`config.mk`:
```
export PLATFORM = sky130hd
export DESIGN_NAME = sram_host_ctrl
export DESIGN_NICKNAME = d
export VERILOG_FILES = /design/src/rtl/sram_pkg.sv /design/src/rtl/sram_ser.sv /design/src/rtl/sram_host_ctrl.sv
export SDC_FILE = /design/constraint.sdc
export NUM_CORES = 1
export LEC_CHECK = 0
export ABC_AREA = 1
export CORE_MARGIN = 3
export CORE_UTILIZATION = 61
export CTS_CLUSTER_DIAMETER = 80
export DETAILED_ROUTE_END_ITERATION = 10
export DONT_BUFFER_PORTS = 1
export PLACE_DENSITY = 0.75
export SYNTH_ARGS = -nofsm -noshare
export SYNTH_HDL_FRONTEND = slang
export SYNTH_HIERARCHICAL = 1
export SYNTH_SLANG_ARGS = --single-unit
```
`constraint.sdc`:
```
create_clock -name clk -period 2 [get_ports clk]
set_input_delay 0.4 -clock clk [delete_from_list [all_inputs] [get_ports clk]]
set_output_delay 0.4 -clock clk [all_outputs]
set_load 0.01 [all_outputs]
```
`src/rtl/sram_pkg.sv`:
```
// Shared types and defaults for the SRAM host-side controller.
package sram_pkg;

    localparam int unsigned DEFAULT_ROWS = 16;
    localparam int unsigned DEFAULT_COLS = 8;
    localparam int unsigned DEFAULT_AW   = $clog2(DEFAULT_ROWS);

    typedef logic [DEFAULT_AW-1:0]   addr_t;
    typedef logic [DEFAULT_COLS-1:0] word_t;

    typedef enum logic [2:0] {
        IDLE    = 3'd0,
        SHIFT   = 3'd1,
        WRITE   = 3'd2,
        READ    = 3'd3,
        WAIT_RD = 3'd4,
        RESP    = 3'd5
    } ctrl_state_t;

endpackage

```
`src/rtl/sram_ser.sv`:
```
// MSB-first parallel-in/serial-out shifter with bit counter and last-bit flag.
module sram_ser #(
    parameter int unsigned COLS = 8
) (
    input  logic            clk,
    input  logic            arst_n,
    input  logic            load,
    input  logic [COLS-1:0] load_data,
    input  logic            shift_en,
    output logic            serial,
    output logic            done
);

    localparam int unsigned CW = (COLS > 1) ? $clog2(COLS) : 1;

    logic [COLS-1:0] sreg;
    logic [CW-1:0]   bitcnt;

    always_ff @(posedge clk or negedge arst_n) begin
        if (!arst_n) begin
            sreg   <= '0;
            bitcnt <= '0;
        end else if (load) begin
            sreg   <= load_data;
            bitcnt <= '0;
        end else if (shift_en) begin
            sreg   <= sreg << 1;
            bitcnt <= bitcnt + CW'(1);
        end
    end

    // Top bit of the shift register is wdata[COLS-1-bitcnt].
    assign serial = sreg[COLS-1];
    assign done   = (bitcnt == CW'(COLS - 1));

endmodule

```
`src/rtl/sram_host_ctrl.sv`:
```
// Host command sequencer driving sram_top's serial write and read pins.
// Optional read timeout enabled by defining SRAM_CTRL_TIMEOUT_EN.
module sram_host_ctrl
    import sram_pkg::*;
#(
    parameter int unsigned ROWS       = DEFAULT_ROWS,
    parameter int unsigned COLS       = DEFAULT_COLS,
    parameter int unsigned RD_TIMEOUT = 15
) (
    input  logic                    clk,
    input  logic                    arst_n,
    input  logic                    cmd_valid,
    output logic                    cmd_ready,
    input  logic                    cmd_we,
    input  logic [$clog2(ROWS)-1:0] cmd_addr,
    input  logic [COLS-1:0]         cmd_wdata,
    output logic                    rsp_valid,
    input  logic                    rsp_ready,
    output logic [COLS-1:0]         rsp_rdata,
    output logic                    rsp_err,
    output logic                    sram_serial_in,
    output logic                    sram_shift,
    output logic                    sram_w_en,
    output logic                    sram_r_en,
    output logic [$clog2(ROWS)-1:0] sram_addr,
    input  logic                    sram_data_valid,
    input  logic [COLS-1:0]         sram_data_out,
    output logic                    busy
);

    localparam int unsigned AW = $clog2(ROWS);

    ctrl_state_t     state;
    logic [AW-1:0]   addr_q;
    logic [COLS-1:0] rdata_q;
    logic            ser_load;
    logic            ser_bit;
    logic            ser_done;

`ifdef SRAM_CTRL_TIMEOUT_EN
    localparam int unsigned TW = $clog2(RD_TIMEOUT + 1);
    logic [TW-1:0] tcnt;
    logic          err_q;
`endif

    assign ser_load = (state == IDLE) && cmd_valid && cmd_we;

    sram_ser #(
        .COLS(COLS)
    ) u_ser (
        .clk      (clk),
        .arst_n   (arst_n),
        .load     (ser_load),
        .load_data(cmd_wdata),
        .shift_en (state == SHIFT),
        .serial   (ser_bit),
        .done     (ser_done)
    );

    always_ff @(posedge clk or negedge arst_n) begin
        if (!arst_n) begin
            state   <= IDLE;
            addr_q  <= '0;
            rdata_q <= '0;
`ifdef SRAM_CTRL_TIMEOUT_EN
            tcnt    <= '0;
            err_q   <= 1'b0;
`endif
        end else begin
            case (state)
                IDLE: begin
                    if (cmd_valid) begin
                        addr_q  <= cmd_addr;
                        rdata_q <= '0;
`ifdef SRAM_CTRL_TIMEOUT_EN
                        err_q   <= 1'b0;
`endif
                        state   <= cmd_we ? SHIFT : READ;
                    end
                end
                SHIFT: begin
                    if (ser_done) state <= WRITE;
                end
                WRITE: state <= RESP;
                READ: begin
`ifdef SRAM_CTRL_TIMEOUT_EN
                    tcnt <= '0;
`endif
                    state <= WAIT_RD;
                end
                WAIT_RD: begin
                    // Data arriving on the timeout cycle takes priority.
                    if (sram_data_valid) begin
                        rdata_q <= sram_data_out;
                        state   <= RESP;
`ifdef SRAM_CTRL_TIMEOUT_EN
                    end else if (tcnt == TW'(RD_TIMEOUT - 1)) begin
                        err_q <= 1'b1;
                        state <= RESP;
                    end else begin
                        tcnt <= tcnt + TW'(1);
`endif
                    end
                end
                RESP: begin
                    if (rsp_ready) state <= IDLE;
                end
                default: state <= IDLE;
            endcase
        end
    end

    assign cmd_ready      = (state == IDLE);
    assign busy           = (state != IDLE);
    assign sram_shift     = (state == SHIFT);
    assign sram_serial_in = (state == SHIFT) && ser_bit;
    assign sram_w_en      = (state == WRITE);
    assign sram_r_en      = (state == READ);
    assign sram_addr      = busy ? addr_q : '0;
    assign rsp_valid      = (state == RESP);
    assign rsp_rdata      = (state == RESP) ? rdata_q : '0;
`ifdef SRAM_CTRL_TIMEOUT_EN
    assign rsp_err        = (state == RESP) && err_q;
`else
    assign rsp_err        = 1'b0;
`endif

endmodule

```
# After elaboration in Yosys (flattened, before gate mapping)
# Cells that the tools add are included.
# classes
muxes	15
n_reduce_logical	10
eq_ne	10
n_addsub	1
# op_table
operator	n
$mux 8	5
$mux 3	6
$pmux 3 s6	1
$pmux 8 s2	1
$eq 3x3->1 const B	3
$eq 3x2->1 const B	2
$mux 4	1
$ne 2x1->1 const B	2
$ne 2x2->1 const B	2
$reduce_and 4->1	1
$reduce_bool 2->1	2
$add 3x1->3 const B	1
$eq 3x1->1 const B	1
$logic_and 1x1->1	3
$logic_not 3->1	1
$reduce_and 3->1	1
$reduce_bool 3->1	1
$mux 2	1
$reduce_and 2->1	1
# totals
word_cells	41
regBits	26
output_inout_bits	20
inputBits	26

# Longest topological paths before layout
# Gate-level depths: netlist (run 1).
# logic_depth
ltp_word	4
mapped_depth	10
depth_no_buf	8

# Modules after synthesis
# The synthesis (run 1) kept the hierarchy.
# by_module_without_submodules
mod	area_per_inst_um2	seq_area_each_um2	n_inst	cells_per_inst
sram_host_ctrl	915.9	375.4	1	119
sram_ser	516.7	275.3	1	58

# Worst setup path after synthesis (run 1)
# No wires, ideal clock.
# synth_path
kind	flip-flop to output port
from	register state[2]
to	output rsp_rdata[0]
path_buffers	0
required_ps	1600
arrival_time_ps	1091
stages_incl_launch_ff	5
setup_slack_ps	509
path_cell_list	dfrtp_1 inv_2 nor3_2 inv_2 nor2_1
# synth_between
elab_chain_cells	2
# synth_lines
item	line	source
start, declared	sram_host_ctrl.sv:33	ctrl_state_t state;
start signal, assigned	sram_host_ctrl.sv:78	state <= cmd_we ? SHIFT : READ;
$eq 3x3->1	n/a	
via rsp_valid	sram_host_ctrl.sv:17	output logic rsp_valid,
$mux 8	sram_host_ctrl.sv:121	assign rsp_rdata = (state == RESP) ? rdata_q : '0;
end, declared	sram_host_ctrl.sv:19	output logic [COLS-1:0] rsp_rdata,
# The timed path passes the listed nets, and every way through them passes these cells.

# Final worst setup path (run 1)
# layout_path
from	register state[1]
to	output rsp_rdata[0]
# layout_between
elab_chain_cells	2
# layout_lines
item	line
$eq 3x3->1	sram_host_ctrl.sv:121
$mux 8	sram_host_ctrl.sv:121
# Every way passes these cells.

==> flow_summary_export.csv, run 1 <==
group,metric,value,unit
run_status,outcome,"complete, no violations",
floorplan,num_rows,16,
clocking,clk_latency,0.32,ns
critical_path,start_kind,"flop",
critical_path,crit_type,"flop to output pin",
critical_path,critPathLaunch,"state[1]",
critical_path,crit_path_end,"rsp_rdata[0]",
finish,num_antenna_cells,0,
floorplan,fp.coreArea,2080,µm²
sta,fin_setup_tns,0,ns
critical_path,r2r_end,"u_ser/sreg[2]",
placed_design,place_ws,0.255,ns
clocking,cts_tree,"built",
clocking,clk_pin_slew,0.14,ns
sta,grt_setup_unrepaired,"no",
floorplan,start_util,68.8,%
hold_path,hold_path.class,"primary input to flop",
synthesis,yosys_most_used_dff,"dfrtp_1",
drt,met1_length,1230,µm
synthesis,synth.cell_area,1430,µm²
synthesis,synthArstFlopShare,100,%
placed_design,dp_hpwl,1930,µm
sta,worst_slack,0.162,ns
synthesis,synth.avg_cell_area,8.09,µm²
power,vdd_drop_max,0.00121,V
floorplan,ioPinCount,46,
synthesis,synth_seq_cells,26,
placed_design,io_buffers,0,
synthesis,synth_top_area_share,45.4,%
floorplan,fp.dieH,54.5,µm
synthesis,netlist_instances,177,
sta,finalMaxSlewViolations,0,
drt,post-route-drc-count,0,
finish,drive_gt1_share,19.8,%
drt,antenna_left,0,
drt,dr_wl_met2,1280,µm
synthesis,synth-seq-area-share,45.4,%
sta,period_needed,1.84,ns
sta,fin_skew,0.00648,ns
global_route,grt_pass1_wl,4440,µm
clocking,cts_buffers,3,
synthesis,synth_common_cells,"44 x nand2_1, 27 x nand3_1, 26 x dfrtp_1",
sta,finalSetupViolCount,0,
clocking,cts.path.max_buffers,2,
global_route,grt_overflow,0,
floorplan,dieWidth,54.5,µm
global_route,grt_start_max_net_pins,27,
drt,vias,1139,
global_route,grt_usage,20.7,%
power,leakagePower,0.786,nW
clocking,clock-sinks,26,
floorplan,die_area,2970,µm²
clocking,htreeDepth,1,
critical_path,crit_fanout,8,
sta,final_hold_viol_count,0,
power,p_per_area,1500,nW/µm²
sta,holdWs,0.188,ns
global_route,grt_pass1_vias,1026,
drt,routedWlPerCell,13.0,µm
global_route,antenna_found_initial,0,
synthesis,synth.net_count,205,
drt,dr.pass1.iters,4,
finish,nFillCells,170,
critical_path,end_kind,"output pin",
drt,top_signal_layer_used,"met4",
sta,timing.final.crit_share,91.9,%
synthesis,yosysWarnings,6,
clocking,cts_root_buffer,"clkbuf_4",
synthesis,synth.largest_area_cell,"dfrtp_1",
finish,area_growth,6.81,%
critical_path,worst-r2r-cell-count,8,
synthesis,synth_edf_count,0,
synthesis,synth.distinct_cells,26,
drt,vias_per_cell,5.45,
critical_path,critPathArrivalTime,1.44,ns
critical_path,required,1.60,ns
drt,drtIter0Drc,28,
flow_run,drv_cap,0,
synthesis,synth_area_leaders,"dfrtp_1 45%, nand2_1 12%, nand3_1 9.4%",
sta,clock.fmax,544,MHz
finish,fin_nets,211,
drt,dr_wl_met3,197,µm
critical_path,rr_startpoint,"state[1]",
critical_path,reg2reg_slack,0.34,ns
synthesis,synth.most_common_cell,"nand2_1",
drt,drt-total-wl,2710,µm
placed_design,place_congestion,0.725,
## registers in the layout, summed over array words and instances (netlist names)
name,cells
rdata_q,8
u_ser/sreg,8
addr_q,4
state,3
u_ser/bitcnt,3
## cells in the final DEF, fill, tap and decap left out, types with 2 or more instances in the layout
cell type / count
buf_4: 4
clkbuf_4: 3
dfrtp_1: 24
dfrtp_2: 2
ha_1: 2
inv_1: 18
inv_2: 4
nand2_1: 44
nand2_2: 9
nand2_4: 3
nand3_1: 27
nor2_1: 17
nor2_2: 2
nor2_4: 2
o21ai_0: 3
o21ai_1: 5
## final cells by class
| class | count | area [µm²] | share of cell area (%) |
|---|---|---|---|
| Multi-Input combinational cell | 122 | 631 | 41.2 |
| Clock buffer | 3 | 22.5 | 1.47 |
| Clock inverter | 1 | 30.0 | 1.96 |
| Tap cell | 27 | 33.8 | 2.21 |
| Inverter | 24 | 100 | 6.54 |
| Timing Repair Buffer | 6 | 60.1 | 3.92 |
| Sequential cell | 26 | 653 | 42.7 |
## repair_timing
| action | in CTS | in global routing |
|---|---|---|
| hold buffers | 2 | 0 |
| setup endpoints to repair | 9 | 8 |
| hold endpoints to repair | 26 | 0 |
| gates resized for setup | 1 | 1 |
| setup buffers | 0 | 1 |
## worst max-delay path, stage by stage (launching register included)
cell     delay [ns]
dfrtp_1        0.50
nor3_2         0.29
inv_2          0.12
nor2_1         0.21
## logic make-up after synthesis
group / count (synthesis) / synth area share [%]
AOI/OAI and AO/OA: 9 / 3.14
adders and majority gates: 2 / 1.75
other: 1 / 0.262
and+or+nand+nor: 110 / 38.9
buffers and inverters: 29 / 10.6
DFF: 26 / 45.4
## where the power goes
| group | switching (mW) | internal [mW] | total (mW) |
|---|---|---|---|
| logic | 0.708 | 0.351 | 1.06 |
| clock network | 0.160 | 0.203 | 0.362 |
| registers | 0.140 | 0.735 | 0.875 |
| total | 1.01 | 1.29 | 2.30 |
## how the worst min path moves through the flow
stage | from | to | slack [ns] | cells past startpoint
detailed placement | arst_n | state[1] | 0.10 | 0
global placement | arst_n | state[0] | 0.10 | 0
CTS | cmd_wdata[0] | u_ser/sreg[0] | 0.17 | 2
floorplan | arst_n | addr_q[0] | 0.10 | 0
global route | cmd_wdata[0] | u_ser/sreg[0] | 0.17 | 2
finish | cmd_wdata[0] | u_ser/sreg[0] | 0.19 | 2
## stage by stage
stage | util [%] | instance area (µm²) | power [mW] | std cells
floorplan | - | 1430 | 1.77 | 177
global placement | 69.1 | 1440 | 1.87 | 202
detailed placement | 69.1 | 1440 | 1.91 | 202
CTS | 73.1 | 1520 | 2.29 | 208
global route | 73.5 | 1530 | 2.50 | 209
finish | 73.5 | 1530 | 2.30 | 209
## routing by layer
layer	up-vias	GRT usage, %
li1	563	-
met2	38	35.7
met3	2	4.36
met1	536	25.9
met5	-	0
met4	0	6.64
No activity file was read; power rests on OpenSTA's default activity.
==> run 2: changes to the inputs <==
ABC_AREA = 0   (was 1)
==> flow_summary_export.csv, run 2 <==
group,metric,value,unit
finish,num_antenna_cells,0,
critical_path,r2r_end,"u_ser/sreg[0]",
drt,vias_per_cell,5.70,
critical_path,rr_startpoint,"state[2]",
sta,worst_slack,0.139,ns
global_route,grt_overflow,0,
sta,finalSetupViolCount,0,
drt,vias,934,
synthesis,synth.largest_area_cell,"dfrtp_1",
synthesis,synth.distinct_cells,27,
placed_design,io_buffers,0,
synthesis,synth.most_common_cell,"dfrtp_1",
global_route,grt_pass1_wl,4000,µm
placed_design,dp_hpwl,1860,µm
floorplan,ioPinCount,46,
sta,timing.final.crit_share,93.1,%
synthesis,synth.avg_cell_area,10.0,µm²
floorplan,num_rows,16,
clocking,cts_tree,"built",
drt,drtIter0Drc,24,
floorplan,start_util,67.3,%
critical_path,crit_fanout,8,
drt,dr_wl_met2,1270,µm
drt,met1_length,949,µm
finish,final_util,70.8,%
hold_path,hold_path.class,"primary input to flop",
floorplan,dieWidth,53.5,µm
clocking,clk_latency,0.32,ns
floorplan,fp.dieH,53.5,µm
global_route,grt_pass1_vias,910,
drt,routedWlPerCell,15.1,µm
drt,drt-total-wl,2480,µm
synthesis,yosysWarnings,6,
critical_path,critPathArrivalTime,1.46,ns
finish,drive_gt1_share,14.6,%
sta,final_hold_viol_count,0,
drt,antenna_left,0,
drt,dr_wl_met3,231,µm
clocking,htreeDepth,1,
finish,fin_nets,166,
placed_design,place_congestion,0.706,
critical_path,critPathLaunch,"state[2]",
drt,dr.pass1.iters,4,
finish,top_regs,"rdata_q (8), u_ser/sreg (8), addr_q (4)",
synthesis,synth.cell_area,1370,µm²
critical_path,worst-r2r-cell-count,5,
sta,finalMaxSlewViolations,0,
finish,area_growth,5.28,%
critical_path,required,1.60,ns
critical_path,crit_path_end,"sram_addr[1]",
clocking,clk_pin_slew,0.13,ns
floorplan,die_area,2860,µm²
finish,final_cell_mix,"23 x dfrtp_1, 21 x nand2_1, 18 x mux2i_1",
finish,seq_area,654,µm²
finish,multi_input_area,624,µm²
critical_path,crit_type,"flop to output pin",
power,leakagePower,0.720,nW
synthesis,synth.net_count,165,
synthesis,synth_seq_cells,26,
synthesis,yosys_most_used_dff,"dfrtp_1",
clocking,cts_root_buffer,"clkbuf_4",
global_route,grt_usage,19.5,%
sta,grt_setup_unrepaired,"no",
synthesis,synth-seq-area-share,47.4,%
synthesis,synth_common_cells,"26 x dfrtp_1, 21 x nand2_1, 18 x mux2i_1",
finish,mostFrequentLayoutCell,"dfrtp_1",
clocking,clock-sinks,26,
critical_path,reg2reg_slack,0.40,ns
drt,post-route-drc-count,0,
finish,nFillCells,168,
synthesis,synth_top_area_share,47.4,%
synthesis,synthArstFlopShare,100,%
synthesis,synth_edf_count,0,
clocking,cts.path.max_buffers,2,
flow_run,drv_cap,0,
sta,fin_skew,0.00406,ns
floorplan,fp.coreArea,2040,µm²
global_route,grt_start_max_net_pins,27,
critical_path,end_kind,"output pin",
synthesis,netlist_instances,137,
clocking,cts_buffers,3,
power,p_per_area,1400,nW/µm²
run_status,outcome,"complete, no violations",
drt,top_signal_layer_used,"met4",
sta,relSlewSlack,66.4,%
global_route,antenna_found_initial,0,
sta,fin_setup_tns,0,ns
sta,tightest_slew,0.502,ns
synthesis,synth_area_leaders,"dfrtp_1 47%, mux2i_1 13%, nand2_1 5.7%",
sta,period_needed,1.86,ns
critical_path,start_kind,"flop",
sta,clock.fmax,537,MHz
placed_design,place_ws,0.288,ns
power,vdd_drop_max,0.000862,V
clocking,post-cts-setup-buffers,0,
run 2: cell types whose count changed in the layout (fill, tap and decap cells not counted), sizes merged, moves of 8 or more:
cell and change:
and3 +8, inv -14, mux2i +18, nand2 -36, nand3 -27, nor2 -16
run 2: kinds of logic after synthesis:
group | after synthesis | synth area share [%]
adder cells (fa/ha/maj) | 2 | 1.82
XOR/XNOR | 1 | 0.638
multiplexers | 22 | 16.4
other | 1 | 0.273
AO/OA/AOI/OAI | 13 | 5.37
flip-flops | 26 | 47.4
AND/OR/NAND/NOR | 52 | 20.0
buffers and inverters | 20 | 8.11
run 2: how the worst min path moves through the flow:
stage / start / end / slack [ns] / depth (start not counted)
after global routing: sram_data_out[1] / rdata_q[1] / 0.18 / 2
after global placement: arst_n / addr_q[1] / 0.10 / 0
after CTS: sram_data_out[7] / rdata_q[7] / 0.18 / 2
after floorplan: arst_n / addr_q[0] / 0.10 / 0
after detailed placement: arst_n / addr_q[0] / 0.11 / 0
final: sram_data_out[0] / rdata_q[0] / 0.19 / 2
run 2: routing by layer:
layer	vias to the layer above	GRT usage, %
met5	-	0
met4	0	6.38
met3	2	5.35
met2	40	32.0
met1	443	24.5
li1	449	-
run 2: cell type report:
type                    instances  share of cell area (%)
inverters                      10                    2.60
repair buffers                  6                    4.15
flip-flops and latches         26                    45.2
clock buffers                   4                    2.51
multi-input cells              91                    43.2
well taps                      27                    2.34
run 2: worst max-delay path: stages, from the launching register on:
cell	delay, ns
dfrtp_2	0.50
nor3_4	0.38
and2b_1	0.27
run 2: where the power goes:
part | internal, mW | switching (mW)
Combinational | 0.413 | 0.473
Sequential | 0.725 | 0.153
Clock | 0.111 | 0.147
Total | 1.25 | 0.772
run 2: what timing repair did:
action	in CTS	in global routing
pin swaps	0	1
resized for setup	1	4
hold endpoints to repair	26	0
hold buffers	2	0
endpoints found under the setup margin	9	10
run 2: metrics by stage:
step,hold WS [ns],instances,power [mW],cell area [µm²]
floorplan,0.104,137,1.61,1370
finish,0.193,164,2.02,1450
CTS,0.184,164,2.03,1440
global route,0.176,164,2.21,1450
detailed placement,0.105,158,1.75,1370
global placement,0.105,158,1.70,1370
==> run 3: changes to the inputs <==
CORE_UTILIZATION = 60   (was 61)
PLACE_DENSITY = 0.74   (was 0.75)
==> flow_summary_export.csv, run 3 (synthesis gave the netlist of run 2 again) <==
group,metric,value,unit
run_status,outcome,"complete, no violations",
sta,timing.final.crit_share,93.7,%
critical_path,critPathMaxStageDelay,0.56,ns
critical_path,rr_startpoint,"state[1]",
power,seq_power_share,44.6,%
sta,tightest_slew,0.552,ns
clocking,cts.path.max_buffers,2,
drt,vias,905,
clocking,htreeDepth,1,
power,p_per_area,1370,nW/µm²
placed_design,dp_hpwl,1740,µm
critical_path,cpMaxStageDelayCell,"dfrtp_1",
sta,worst_slack,0.126,ns
hold_path,hold_start,"cmd_wdata[5]",
clocking,cts_tree,"built",
finish,fin_cells,162,
critical_path,end_kind,"output pin",
sta,clock.fmax,534,MHz
sta,relSlewSlack,63.2,%
global_route,grt_pass1_vias,855,
critical_path,crit_type,"flop to output pin",
global_route,grt_start_max_net_pins,27,
clocking,clock-sinks,26,
power,vdd_drop_max,0.000813,V
finish,fin_area,1420,µm²
finish,top_regs,"rdata_q (8), u_ser/sreg (8), addr_q (4)",
drt,drtIter0Drc,2,
drt,routedWlPerCell,14.5,µm
sta,fin_setup_tns,0,ns
sta,grt_setup_unrepaired,"no",
sta,fin_skew,0.00206,ns
drt,vias_per_cell,5.59,
power,pwr-share-comb,44.9,%
clocking,clk_latency,0.30,ns
global_route,antenna_found_initial,0,
finish,drive_gt1_share,11.1,%
power,total_power,1.95,mW
critical_path,crit_chain,"nor3_4 -> buf_4 -> and2b_1",
global_route,grt_overflow,0,
clocking,clk_pin_slew,0.12,ns
critical_path,critPathArrivalTime,1.47,ns
power,sw_frac_of_total,38.8,%
floorplan,fp.coreArea,2060,µm²
clocking,cts_root_buffer,"clkbuf_4",
placed_design,place_ws,0.264,ns
finish,fin_nets,165,
critical_path,crit_fanout,10,
finish,final_cell_mix,"26 x dfrtp_1, 21 x nand2_1, 18 x mux2i_1",
sta,holdWs,0.211,ns
sta,finalMaxSlewViolations,0,
placed_design,place_congestion,0.692,
placed_design,io_buffers,0,
finish,num_antenna_cells,0,
floorplan,num_rows,16,
finish,mostFrequentLayoutCell,"dfrtp_1",
drt,drt-total-wl,2350,µm
placed_design,placed_cell_area,1360,µm²
global_route,grt_pass1_wl,3700,µm
power,p_sw,0.757,mW
finish,area_growth,3.46,%
floorplan,dieWidth,53.9,µm
drt,post-route-drc-count,0,
sta,final_hold_viol_count,0,
global_route,grt_usage,17.6,%
critical_path,start_kind,"flop",
hold_path,hold_path.class,"primary input to flop",
drt,antenna_left,0,
sta,period_needed,1.87,ns
sta,finalSetupViolCount,0,
floorplan,die_area,2900,µm²
drt,dr.pass1.iters,2,
floorplan,start_util,66.6,%
flow_run,drv_cap,0,
power,intPower,1.19,mW
finish,final_util,68.9,%
clocking,cts_buffers,3,
critical_path,required,1.60,ns
floorplan,fp.dieH,53.9,µm
power,leakagePower,0.712,nW
placed_design,dp.cells,157,
power,power.share.clock,10.4,%
critical_path,critPathLaunch,"state[1]",
floorplan,ioPinCount,46,
run 3: path summary, 6_finish.rpt:
| kind | end | slack [ns] | cells past startpoint |
|---|---|---|---|
| worst max register to register | u_ser/sreg[0] | 0.34 | 4 |
| worst min register to register | addr_q[0] | 0.52 | 1 |
| min in group asynchronous | state[2] | 0.52 | 2 |
| worst min-delay path | u_ser/sreg[5] | 0.21 | 2 |
| worst max-delay path | sram_addr[1] | 0.13 | 3 |
| max in group asynchronous | u_ser/sreg[4] | 1.34 | 2 |
run 3: layer usage:
| layer | up-vias | wire length (µm) | GRT usage (%) |
|---|---|---|---|
| met4 | 0 | 18 | 6.38 |
| met1 | 424 | 1060 | 25.1 |
| li1 | 447 | - | - |
| met2 | 32 | 1110 | 26.8 |
| met3 | 2 | 156 | 2.77 |
| met5 | - | 0 | 0 |
run 3: power groups by stage:
stage | combinational, mW | sequential, mW | clock (mW)
after floorplan | 0.810 | 0.804 | 0
after global placement | 0.828 | 0.862 | 0
after detailed placement | 0.860 | 0.878 | 0
after CTS | 0.882 | 0.866 | 0.218
after global routing | 0.975 | 0.902 | 0.245
final | 0.876 | 0.870 | 0.204
run 3: final cells by class:
class / count / area [µm²]
well taps: 27 / 33.8
flip-flops and latches: 26 / 651
repair buffers: 5 / 52.6
multi-input cells: 91 / 624
clock buffers: 3 / 22.5
fillers: 157 / 641
inverters: 10 / 37.5
run 3: what timing repair did:
item / in CTS / in global routing
setup endpoints to repair: 9 / 8
hold endpoints to repair: 26 / 0
resized for setup: 1 / 1
hold buffers: 2 / 0
setup buffers: 0 / 0
run 3: worst max-delay path: cells and delay by family (launching register included):
family | cells | cell delay, ns
flip-flops | 1 | 0.56
AND/OR/NAND/NOR | 2 | 0.44
buffers and inverters | 1 | 0.17
